File: src/rtl/vector_cache_pkg.sv
// Shared vector-cache request/response types and command encodings.
package vector_cache_pkg;

  localparam int unsigned DIR_ID_W    = 3;
  localparam int unsigned TXN_LOCAL_W = 8;
  localparam int unsigned SIDEBAND_W  = 4;

  typedef enum logic [1:0] {
    VEC_CACHE_CMD_READ  = 2'd0,
    VEC_CACHE_CMD_WRITE = 2'd1,
    VEC_CACHE_CMD_FLUSH = 2'd2,
    VEC_CACHE_CMD_INVAL = 2'd3
  } vec_cache_cmd_e;

  typedef struct packed {
    logic [DIR_ID_W-1:0]    direction_id;
    logic [TXN_LOCAL_W-1:0] id;
  } txn_id_t;

  typedef struct packed {
    vec_cache_cmd_e         opcode;
    txn_id_t                txn_id;
    logic [SIDEBAND_W-1:0]  sideband;
  } input_req_pld_t;

  typedef struct packed {
    txn_id_t                txn_id;
    logic [SIDEBAND_W-1:0]  sideband;
  } wr_resp_pld_t;

endpackage

File: src/rtl/vec_cache_wr_resp_fifo.sv
// Per-direction response queue; pointers wrap modulo DEPTH so any depth >= 2 works.
module vec_cache_wr_resp_fifo #(
  parameter int unsigned DEPTH = 4,
  parameter type         pld_t = logic
) (
  input  logic                         clk,
  input  logic                         rst_n,
  input  logic                         push,
  input  pld_t                         push_pld,
  input  logic                         pop,
  output pld_t                         head,
  output logic [$clog2(DEPTH+1)-1:0]   cnt
);

  localparam int unsigned PTR_W = (DEPTH > 1) ? $clog2(DEPTH) : 1;
  localparam int unsigned CNT_W = $clog2(DEPTH+1);

  pld_t             mem [DEPTH];
  logic [PTR_W-1:0] wr_ptr_q, wr_ptr_d;
  logic [PTR_W-1:0] rd_ptr_q, rd_ptr_d;
  logic [CNT_W-1:0] cnt_q, cnt_d;
  logic             do_push, do_pop;

  function automatic logic [PTR_W-1:0] next_ptr(input logic [PTR_W-1:0] p);
    return (p == PTR_W'(DEPTH - 1)) ? '0 : p + 1'b1;
  endfunction

  assign do_push = push && (cnt_q != CNT_W'(DEPTH));
  assign do_pop  = pop && (cnt_q != '0);

  always_comb begin
    wr_ptr_d = do_push ? next_ptr(wr_ptr_q) : wr_ptr_q;
    rd_ptr_d = do_pop  ? next_ptr(rd_ptr_q) : rd_ptr_q;
    cnt_d    = cnt_q;
    unique case ({do_push, do_pop})
      2'b10:   cnt_d = cnt_q + 1'b1;
      2'b01:   cnt_d = cnt_q - 1'b1;
      default: cnt_d = cnt_q;
    endcase
  end

  always_ff @(posedge clk or negedge rst_n) begin
    if (!rst_n) begin
      wr_ptr_q <= '0;
      rd_ptr_q <= '0;
      cnt_q    <= '0;
    end else begin
      wr_ptr_q <= wr_ptr_d;
      rd_ptr_q <= rd_ptr_d;
      cnt_q    <= cnt_d;
    end
  end

  // Storage carries no reset; validity is tracked by cnt_q alone.
  always_ff @(posedge clk) begin
    if (do_push) mem[wr_ptr_q] <= push_pld;
  end

  assign head = mem[rd_ptr_q];
  assign cnt  = cnt_q;

endmodule

File: src/rtl/vec_cache_wr_resp_router.sv
// Routes accepted write requests into per-direction response queues; non-writes are dropped.
module vec_cache_wr_resp_router
  import vector_cache_pkg::*;
#(
  parameter int unsigned WIDTH = 4,
  parameter int unsigned DEPTH = 4
) (
  input  logic                                    clk,
  input  logic                                    rst_n,
  input  logic                                    req_vld,
  output logic                                    req_rdy,
  input  input_req_pld_t                          req_pld,
  output logic [WIDTH-1:0]                        v_wresp_vld,
  input  logic [WIDTH-1:0]                        v_wresp_rdy,
  output wr_resp_pld_t [WIDTH-1:0]                v_wresp_pld,
  output logic [WIDTH-1:0][$clog2(DEPTH+1)-1:0]   v_q_cnt,
  output logic                                    dir_err
);

  localparam int unsigned CNT_W = $clog2(DEPTH+1);

  logic [DIR_ID_W-1:0] dir;
  logic                is_write;
  logic                dir_legal;
  logic                sel_full;
  logic                accept;
  logic                dir_err_q;
  logic [WIDTH-1:0]    full;
  logic [WIDTH-1:0]    push;
  logic [WIDTH-1:0]    pop;
  wr_resp_pld_t        resp_pld;

  assign dir       = req_pld.txn_id.direction_id;
  assign is_write  = (req_pld.opcode == VEC_CACHE_CMD_WRITE);
  assign dir_legal = (32'(dir) < WIDTH);
  assign resp_pld  = '{txn_id: req_pld.txn_id, sideband: req_pld.sideband};

  // Loop select keeps the lookup in range when dir is illegal.
  always_comb begin
    sel_full = 1'b0;
    for (int unsigned i = 0; i < WIDTH; i++) begin
      if (32'(dir) == i) sel_full = full[i];
    end
  end

  // Ready depends only on registered counts, never on same-cycle pops.
  assign req_rdy = !(is_write && dir_legal && sel_full);
  assign accept  = req_vld && req_rdy;

  always_ff @(posedge clk or negedge rst_n) begin
    if (!rst_n) dir_err_q <= 1'b0;
    else        dir_err_q <= accept && is_write && !dir_legal;
  end

  assign dir_err = dir_err_q;

  for (genvar g = 0; g < WIDTH; g++) begin : g_dir
    assign full[g]        = (v_q_cnt[g] == CNT_W'(DEPTH));
    assign v_wresp_vld[g] = (v_q_cnt[g] != '0);
    assign pop[g]         = v_wresp_vld[g] && v_wresp_rdy[g];
    assign push[g]        = accept && is_write && dir_legal && (32'(dir) == g);

    vec_cache_wr_resp_fifo #(
      .DEPTH (DEPTH),
      .pld_t (wr_resp_pld_t)
    ) u_fifo (
      .clk      (clk),
      .rst_n    (rst_n),
      .push     (push[g]),
      .push_pld (resp_pld),
      .pop      (pop[g]),
      .head     (v_wresp_pld[g]),
      .cnt      (v_q_cnt[g])
    );
  end

endmodule

File: config.mk
export PLATFORM = sky130hd
export DESIGN_NAME = vec_cache_wr_resp_router
export DESIGN_NICKNAME = d
export VERILOG_FILES = /design/src/rtl/vector_cache_pkg.sv /design/src/rtl/vec_cache_wr_resp_fifo.sv /design/src/rtl/vec_cache_wr_resp_router.sv
export SDC_FILE = /design/constraint.sdc
export NUM_CORES = 1
export LEC_CHECK = 0
export BUFFER_PORTS_ARGS = -buffer_cell sky130_fd_sc_hd__buf_4
export CAP_MARGIN = 30
export CORE_MARGIN = 10
export CORE_UTILIZATION = 45
export CTS_BUF_LIST = sky130_fd_sc_hd__clkbuf_4 sky130_fd_sc_hd__clkbuf_8
export DETAILED_ROUTE_END_ITERATION = 10
export PLACE_DENSITY_LB_ADDON = 0.3
export SLEW_MARGIN = 30
export SYNTH_ARGS = -nofsm -noshare
export SYNTH_HDL_FRONTEND = slang
export SYNTH_SLANG_ARGS = --single-unit
File: constraint.sdc
create_clock -name clk -period 2.4 [get_ports clk]
set_clock_uncertainty 0.2 [all_clocks]
set_input_delay 0.48 -clock clk [delete_from_list [all_inputs] [get_ports clk]]
set_output_delay 0.48 -clock clk [all_outputs]
set_load 0.02 [all_outputs]
==> results.md <==
| Parameter | This run |
|:---|:---|
| Status | finished, violations left |
| Violations in the final reports | negative setup slack |
| Worst-path maximum fanout | 2 |
| Leak Pwr | 4.87 nW |
| Power share of the clock group | 0.248 |
| Switching power of the nets | 4.64 mW |
| TritonCTS clock tree | yes |
| Routed wire per std cell | 20.8 um |
| Part of the Yosys area used for sequential elements | 0.753 |
| WS Path Type | register to output pin |
| Int Power | 10.3 mW |
| Highest ir drop seen on vdd | 0.693 mV |
| FILL cells | 1696 |
| Number of global-route vias before repair | 5722 |
| Async set or reset register ratio after synthesis | 0.108 |
| Chip Height | 173 um |
| Final core utilization | 0.591 |
| Critical path startpoint category | register |
| First-pass iteration count of the detailed router | 4 |
| Max-slew headroom | 0.718 |
| Post-Syn Area | 10500 sq um |
| Share of the synthesized area in the top cell type | 0.684 |
| Core Rows | 55 |
| Syn avg cell area | 21.4 sq um |
| Total power consumption of the routed design | 15.0 mW |
| IO buf count | 101 |
| Switch share | 0.310 |
| Fin. Hold Viols | 0 |
| Synthesis-stage register bit count | 269 |
| Synth-to-layout area growth | 28.3% |
| Cell at the root of the clock tree | clkbuf_8 |
| Share of layout cells above drive strength 1 | 0.455 |
| Area of the die | 29900 sq um |
| Setup violators final | 61 |
| Initial antenna violation count | 0 |
| Horizontal extent of the die | 173 um |
| Post-layout net count | 735 |
| Slowest Stage Delay on Critical Path | 0.50 ns |
| CP Data Required Time | 1.72 ns |
| Warning count from the yosys run | 0 |
| Core Region | 22800 sq um |
| P per Cell Area | 1110 nW/um^2 |
| Cell with the largest stage delay on the worst path | or4b_4 |
| Count of placed standard cells including taps | 936 |
| Reg power frac | 0.387 |
| Final HPWL from detailed placement | 13600 um |
| Actual slew at the worst max-slew pin | 0.424 ns |
| Type of the most critical hold path | input pin to register |
| Detailed-route wire length | 21500 um |
| Cell family with most CP delay | simple AND/OR/NAND/NOR gates |
| Largest area contributor in the synthesized netlist | edfxtp_1 |
| # IOs | 102 |
| Number of enable-type register cells in the synthesized netlist | 240 |
| Combinational fraction of design power | 0.365 |
| H-Tree Depth | 2 |
| Later-pin clock latency in the skew report | 0.53 ns |
| Global-route congestion overflow total | 0 |
| Final Max Tran Viols | 0 |
| Max-cap check violation count | 0 |
| Minimum clock period | 3.00 ns |
| Remaining number of nets flagged by the antenna check after routing | 0 |
| Prevailing post-synth register cell | edfxtp_1 |
| Overall track demand over capacity in global routing | 0.144 |
| First-pass GRT wire length | 33300 um |
| Initial standard-cell utilization of the core | 0.461 |
| Placer congestion estimate | 0.797 |
| Combined flip-flop and latch cell area | 7940 sq um |
| Antenna diode instance count | 0 |
| Count of mapped cells out of synthesis | 493 |
| Crit end category | output pin |
| Total CTS buffers | 43 |
| Area post-placement | 12200 sq um |
| Pin count of the biggest net entering global routing | 30 |
| Clock transition at path regs | 0.06 ns |
| Synth top area cells | edfxtp_1, mux4_2, dfrtp_1 |
| Buffers plus inverters on the worst setup path | 1 |
| Total nets after synthesis | 545 |
| Ratio of routed vias to standard cells | 5.04 |
| Sinks on the clock net | 269 |
| Final design instance area without fill | 13500 sq um |
| Worst EP arrival | 2.32 ns |
| RSZ-0062 raised after global routing | true |
| Number of distinct library cell variants in the gate-level netlist after synthesis | 29 |
| DRC violation total after the first TritonRoute iteration | 265 |
| Max Root-Sink Buffers | 3 |
| Multi-input combinational cell area | 2460 sq um |
| F_max | 333 MHz |
| Drt drc | 0 |
| List of cells traversed by the critical path | or3b_4, a2111oi_4, or4b_4, buf_6 |
| Crit share post-route | 1.25 |
| Filler-free cell count of the finished design | 1030 |
| Worst-case setup margin in the final layout | -0.600 ns |
| Total via count in the routed design | 5189 |
==> placed cells by master (no fill, tap or decap), drive strengths merged <==
cell type	n
a2111oi	2
a211oi	3
a21oi	2
and2	16
and3b	1
buf	158
clkbuf	66
clkinv	12
clkinvlp	1
dfrtp	29
dlygate4sd3	3
edfxtp	240
fa	4
ha	24
inv	30
mux2	16
mux2i	2
mux4	60
nand2	8
nand2b	2
nand4bb	1
nor2	16
nor3	1
o21ai	2
or3	4
or3b	1
or4b	1
xnor2	4
xor2	8
==> power groups by stage <==
stage,Clock (mW),Sequential (mW),Combinational (mW)
final,3.71,5.80,5.47
after floorplan,0,5.78,2.90
after global placement,0,5.84,4.72
after detailed placement,0,5.87,4.84
after global routing,4.01,5.85,5.88
after CTS,3.80,5.81,5.83
==> registers in the layout (all words and copies together), names as in the netlist <==
| signal | flops |
|---|---|
| g_dir.u_fifo.wr_ptr_q | 8 |
| g_dir.u_fifo.cnt | 12 |
| g_dir.u_fifo.mem | 240 |
| dir_err | 1 |
| g_dir.u_fifo.rd_ptr_q | 8 |
==> worst paths after layout <==
path / startpoint / to / slack (ns) / cells after the start
setup / recovery: g_dir[0].u_fifo.cnt[0] / req_rdy / -0.60 / 4
hold / removal: req_pld[2] / g_dir[2].u_fifo.mem[0][2] / 0.08 / 1
setup reg to reg: g_dir[0].u_fifo.cnt[0] / g_dir[0].u_fifo.cnt[2] / 0.10 / 9
hold reg to reg: g_dir[2].u_fifo.cnt[0] / g_dir[2].u_fifo.cnt[0] / 0.36 / 1
max in group asynchronous: rst_n / g_dir[0].u_fifo.rd_ptr_q[1] / 1.44 / 2
min in group asynchronous: rst_n / g_dir[3].u_fifo.cnt[1] / 0.23 / 2
==> cell usage after synthesis, drive strengths merged (4+ instances only) <==
cell,count
nor2,16
inv,29
nand2,8
dfrtp,29
mux2,16
xor2,8
and2,16
xnor2,4
ha,24
mux4,60
buf,8
edfxtp,240
fa,4
clkbuf,9
or3,4
==> layout make-up <==
cell class | count | share of cell area
flip-flops and latches | 269 | 0.588
multi-input cells | 178 | 0.182
repair buffers | 162 | 0.132
clock buffers | 65 | 0.0565
well taps | 313 | 0.0290
inverters | 29 | 0.00806
clock inverters | 14 | 0.00472
==> stage by stage <==
stage	setup slack, ns	TNS [ns]	hold slack [ns]
global route	-0.665	-8.71	0.0661
CTS	-0.587	-9.29	0.0517
finish	-0.600	-4.95	0.0762
floorplan	-0.00137	-0.00137	-0.0156
global placement	-0.133	-0.134	0.245
detailed placement	-0.196	-0.349	0.252
==> kinds of logic after synthesis <==
group,synth area share
multiplexers,0.147
XOR/XNOR,0.00998
AND/OR/NAND/NOR,0.0276
buffers and inverters,0.0173
AO/OA/AOI/OAI,0.00844
flip-flops,0.753
adder cells (fa/ha/maj),0.0361
==> per-layer routing <==
metal | global-route usage | vias up | part of all wire
met4 | 0.0481 | 0 | 0.017
met1 | 0.182 | 2688 | 0.43
met5 | 0 | - | 0
met3 | 0.0392 | 35 | 0.053
met2 | 0.235 | 122 | 0.50
li1 | - | 2344 | -
==> timing repair <==
item,in CTS,in global routing
endpoints found under the hold margin,30,0
pin swaps,1,3
resized for setup,91,3
gates cloned,4,0
hold buffers,3,0
endpoints found under the setup margin,62,62
buffers inserted,12,2
No activity file was read; power rests on OpenSTA's default activity.
